===== config.mk =====
export PLATFORM = sky130hd
export DESIGN_NAME = simple_adder
export DESIGN_NICKNAME = d
export VERILOG_FILES = /design/src/rtl/simple_adder.sv
export SDC_FILE = /design/constraint.sdc
export NUM_CORES = 1
export LEC_CHECK = 0
export ABC_AREA = 0
export BUFFER_PORTS_ARGS = -buffer_cell sky130_fd_sc_hd__buf_2
export CAP_MARGIN = 20
export CORE_AREA = 8 8 45 47
export DETAILED_ROUTE_END_ITERATION = 8
export DIE_AREA = 0 0 53 55
export HOLD_SLACK_MARGIN = 0.03
export PLACE_DENSITY = 0.42
export SYNTH_ARGS = -nofsm -noshare
export SYNTH_HDL_FRONTEND = slang
export SYNTH_SLANG_ARGS = --single-unit

===== constraint.sdc =====
create_clock -name clk -period 0.8 [get_ports clk]
set_input_delay 0.08 -clock clk [delete_from_list [all_inputs] [get_ports clk]]
set_output_delay 0.08 -clock clk [all_outputs]
set_load 0.05 [all_outputs]

===== src/rtl/simple_adder.sv =====
// Registered unsigned adder: SUM = A + B at WIDTH+1 bits, one clock of latency.
// No backpressure; clear beats in_valid, and async reset zeroes outputs.
module simple_adder #(
  parameter int WIDTH = 2
) (
  input  logic             clk,
  input  logic             rst_n,
  input  logic [WIDTH-1:0] A,
  input  logic [WIDTH-1:0] B,
  input  logic             in_valid,
  input  logic             clear,
  output logic [WIDTH:0]   SUM,
  output logic             out_valid
);

  logic [WIDTH:0] w_sum;
  logic [WIDTH:0] r_sum;
  logic           r_vld;

  // Zero-extend before adding so the carry lands in the MSB.
  assign w_sum = {1'b0, A} + {1'b0, B};

  always_ff @(posedge clk or negedge rst_n) begin
    if (!rst_n) begin
      r_sum <= '0;
      r_vld <= 1'b0;
    end else if (clear) begin
      r_sum <= '0;
      r_vld <= 1'b0;
    end else if (in_valid) begin
      r_sum <= w_sum;
      r_vld <= 1'b1;
    end else begin
      r_vld <= 1'b0;
    end
  end

  assign SUM       = r_sum;
  assign out_valid = r_vld;

endmodule


### Yosys cells after proc, flatten, opt, wreduce, memory -nomap -nowiden

Cells that the tools add are included.

| word-level totals | value |
|---|---|
| flip-flop bits (word level) | 4 |
| bits of input ports | 8 |

| operators by class | value |
|---|---|
| $add $sub $neg | 1 |
| multiplexer cells | 4 |
| reduce and logical (&&, ||, !) cells | 1 |

Operators with widths:

| kind | count |
|---|---|
| $mux 3 | 2 |
| $add 2x2->3 | 1 |
| $mux 1 | 2 |
| $reduce_bool 2->1 | 1 |

### Depth between registers and ports, before layout

| logic depth | value |
|---|---|
| depth in word-level cells | 3 |
| depth in mapped cells | 5 |
| mapped depth without buffers | 5 |

### Worst setup path after synthesis

No wires, ideal clock.

| path | value |
|---|---|
| path type | input -> register |
| start | input port A[0] |
| end | register r_sum[1], in the netlist SUM[1] |
| setup time | 0.077 ns |
| data arrival time | 0.931 ns |
| path slack | -0.209 ns |
| cell stages on the path | 5 |
| cells stage by stage | ha_1 > inv_1 > fa_1 > nand2b_1 > a21oi_1 |

| on the way | value |
|---|---|
| cells in the longest elaborated chain, start to end | 3 |

Ends and longest elaborated chain:

| element | line | RTL |
|---|---|---|
| from (decl) | 8 | `input logic [WIDTH-1:0] A,` |
| $add 2x2->3 | 21 | `assign w_sum = {1'b0, A} + {1'b0, B};` |
| $mux 3 | 30 | `end else if (in_valid) begin` |
| $mux 3 | 27 | `end else if (clear) begin` |
| to (signal assigned) | 31 | `r_sum <= w_sum;` |
| to (decl) | 17 | `logic [WIDTH:0] r_sum;` |

No other way between the ends. The select of a mux whose other input is x is not followed.
A chain may end at the register's enable or synchronous reset.

### Worst setup path after layout

| path | value |
|---|---|
| start | register r_sum[2], in the netlist SUM[2] |
| end | output port SUM[2] |

RTL lines:

| element | line | RTL |
|---|---|---|
| to (decl) | 12 | `output logic [WIDTH:0] SUM,` |

No word-level cell between the ends.

==> reports/results.md <==
## Setup path
• required time worst endpoint: 0.72 ns
• element type at the critical path start: flip-flop
• Worst Path Arrival: 0.79 ns
• cell class contributing the biggest share of worst-path delay: flip-flops
• CP cell instances: buf_6
• Crit. End Element: output pin
• slowest stage cell on the critical path: sky130_fd_sc_hd__dfrtp_2
• Buffers & Inverters on Critical Path: 1
• biggest cell delay along the critical path: 0.40 ns
• maximum fanout count along the critical path: 2
• crit path kind: flip-flop to output pin

## GRT
• number of global-route vias before repair: 221
• number of antenna violations at the first check in global routing: 0
• global router's overall resource usage: 0.0472
• grt total ovfl: 0
• global-route wire length before repair: 959 um
• pin count of the biggest net entering global routing: 7

## Floorplanning
• die width: 53 um
• Core Box Area: 1380 um2
• starting utilization of the core area: 0.144
• count of boundary I/O pins: 12
• y dimension of the die: 55 um
• DIE AREA: 2920 um2
• number of core rows: 14

## Layout
• top library cells by usage in the layout, fill and taps aside: 6 x sky130_fd_sc_hd__buf_6, 5 x sky130_fd_sc_hd__buf_2, 3 x sky130_fd_sc_hd__nand2b_1, 3 x sky130_fd_sc_hd__clkbuf_4
• number of fill cells: 141
• layout net count: 45
• diode count: 0
• area of all placed cells without fillers: 374 um2
• final core utilization: 0.270
• most common cell after layout, fill and taps aside: sky130_fd_sc_hd__buf_6
• layout cell share with drive strength beyond 1: 0.636
• layout-stage area growth over the synthesis result: 88.1%

## STA
• final critical path time including I/O delays and setup: 0.869 ns
• Highest Clock Rate: 1.15 GHz
• relative slew slack: 0.909
• worst-case clock skew: 0 ns
• Worst Tran Pin Value: 0.133 ns
• setup repair after global routing missed its margin: yes
• count of endpoints failing hold in the final timing report: 0
• Setup Viol. Count Final: 5
• final number of max-transition violations: 0
• final clock period utilization by the worst path: 1.09
• post-route worst setup slack: -0.0694 ns

## Routing
• routed len/inst: 11.8 um
• detailed-routing iteration count for the pre-antenna-repair pass: 1
• total via count after detailed routing: 176
• drt initial violations: 0
• wirelength, routed: 578 um
• routed vias/inst: 3.59
• number of DRC violations after detailed routing: 0
• Post-DRT Antenna Nets: 0

## Logic synthesis
• post-synthesis share of cell area spent on and, or, nand and nor gates: 0.176
• most area-hungry cell type in the Yosys netlist: sky130_fd_sc_hd__dfrtp_1
• mean post-synth cell area: 11.1 um2
• portion of netlist area occupied by mux cells: 0.0503
• post-synthesis cell count: 18
• post-synthesis share of cell area spent on xor and xnor gates: 0
• count of state elements after synthesis: 4
• main area contributors after synthesis: sky130_fd_sc_hd__dfrtp_1 50%, sky130_fd_sc_hd__nand2b_1 13%, sky130_fd_sc_hd__fa_1 10%, sky130_fd_sc_hd__ha_1 6.3%, sky130_fd_sc_hd__inv_1 5.7%
• arithmetic-cell share of the synthesized area counting full adders, half adders and majority gates: 0.164
• share of the synthesized area in compound gates (AO/OA/AOI/OAI): 0.0503
• Yosys warning total: 0
• Post-Syn Nets: 28
• Syn Std Cell Area: 199 um2
• number of library cell types mapped by synthesis: 9
• main combinational cell family by area after synthesis: simple AND/OR/NAND/NOR gates
• proportion of synthesized chip area in sequential cells: 0.503
• area fraction of the dominant cell type after synthesis: 0.503

## CTS
• number of buffers on the longest clock path: 2
• buffer cell driving the clock tree root: sky130_fd_sc_hd__clkbuf_4
• CTS tree: done
• Post-CTS Setup Inserts: 0
• clock insertion delay at the later pin of the skew report: 0.23 ns
• clock sink total: 4
• register clock-pin slew on the reported worst setup and hold paths: 0.04 ns
• Num CTS Buffers: 3
• depth of the CTS H-tree: 1

## Outcome
• violations in the final reports: setup timing
• outcome: finished with violations

## Placed design
• count of port buffers added during placement: 11
• Placed Instance Area: 289 um2
• routability cong.: 0.625
• post-detailed-placement half-perimeter wirelength: 428 um

## Worst hold path
• path class of the lowest-slack min-delay path: primary input to flip-flop

## Pwr
• peak supply drop: 0.753 mV
• leakage power summed over all cells: 0.177 nW
• Total Power Consumption: 0.000650 W
• pwr dens: 1740 nW/um2

## Run
• Max Cap Viol: 0

## synthesized netlist by cell type, drive strengths merged
cell type / number
inv: 3
nand2b: 4
nor2b: 1
dfrtp: 4
a21oi: 2
nor2: 1
fa: 1
mux2i: 1
ha: 1
## final timing paths
path / slack [ns] / cells after the start / to / start
worst max-delay path: -0.07 / 1 / SUM[2] / SUM[2]$_DFFE_PN0P_
worst min-delay path: 0.06 / 2 / SUM[2]$_DFFE_PN0P_ / clear
worst max register to register: 0.10 / 2 / SUM[0]$_DFFE_PN0P_ / SUM[0]$_DFFE_PN0P_
worst min register to register: 0.55 / 2 / SUM[0]$_DFFE_PN0P_ / SUM[0]$_DFFE_PN0P_
max in group asynchronous: 0.49 / 2 / SUM[0]$_DFFE_PN0P_ / rst_n
min in group asynchronous: 0.18 / 2 / out_valid$_DFF_PN0_ / rst_n
## cells by family (layout without fill, tap and decap cells)
family                     count (synthesis)  in the layout
AOI/OAI and AO/OA                          2              2
muxes                                      1              1
DFF                                        4              4
adders and majority gates                  2              2
buffers and inverters                      3             18
and+or+nand+nor                            6              6
## state kept, by name (all words and copies together), names as in the netlist
| register | flops |
|---|---|
| SUM | 3 |
| out_valid | 1 |
## layer usage
layer,routed length (um),global-route usage,vias to the layer above
li1,-,-,85
met1,292,0.0553,79
met2,189,0.0527,12
met3,95,0.0374,0
met4,0,0.0388,0
met5,0,0,-
## report_power, final
group	internal, W	leakage [nW]	switching [W]
registers	0.000218	0.0500	0.00000938
logic	0.0000793	0.113	0.0000925
clock network	0.000168	0.0138	0.0000833
## metrics by stage
step	hold WS, ns	setup slack (ns)	TNS, ns	instances
finish	0.0615	-0.0694	-0.297	49
global route	0.0618	-0.114	-0.468	49
CTS	0.0411	-0.0843	-0.349	49
detailed placement	-0.111	-0.369	-0.618	45
global placement	-0.117	-0.364	-0.620	45
floorplan	-0.216	-0.182	-0.279	18
## final cells by class
| cell class | count | area, um2 | share of cell area |
|---|---|---|---|
| inverters | 3 | 11.3 | 0.0301 |
| repair buffers | 12 | 103 | 0.274 |
| flip-flops and latches | 4 | 103 | 0.274 |
| well taps | 16 | 20.0 | 0.0535 |
| clock buffers | 3 | 22.5 | 0.0602 |
| multi-input cells | 11 | 115 | 0.308 |
## repair_timing
action | CTS | global route
resized for setup | 12 | 1
pin swaps | 2 | 0
hold buffers | 1 | 0
endpoints found under the setup margin | 6 | 6
endpoints found under the hold margin | 4 | 0
No activity file was read; power rests on OpenSTA's default activity.
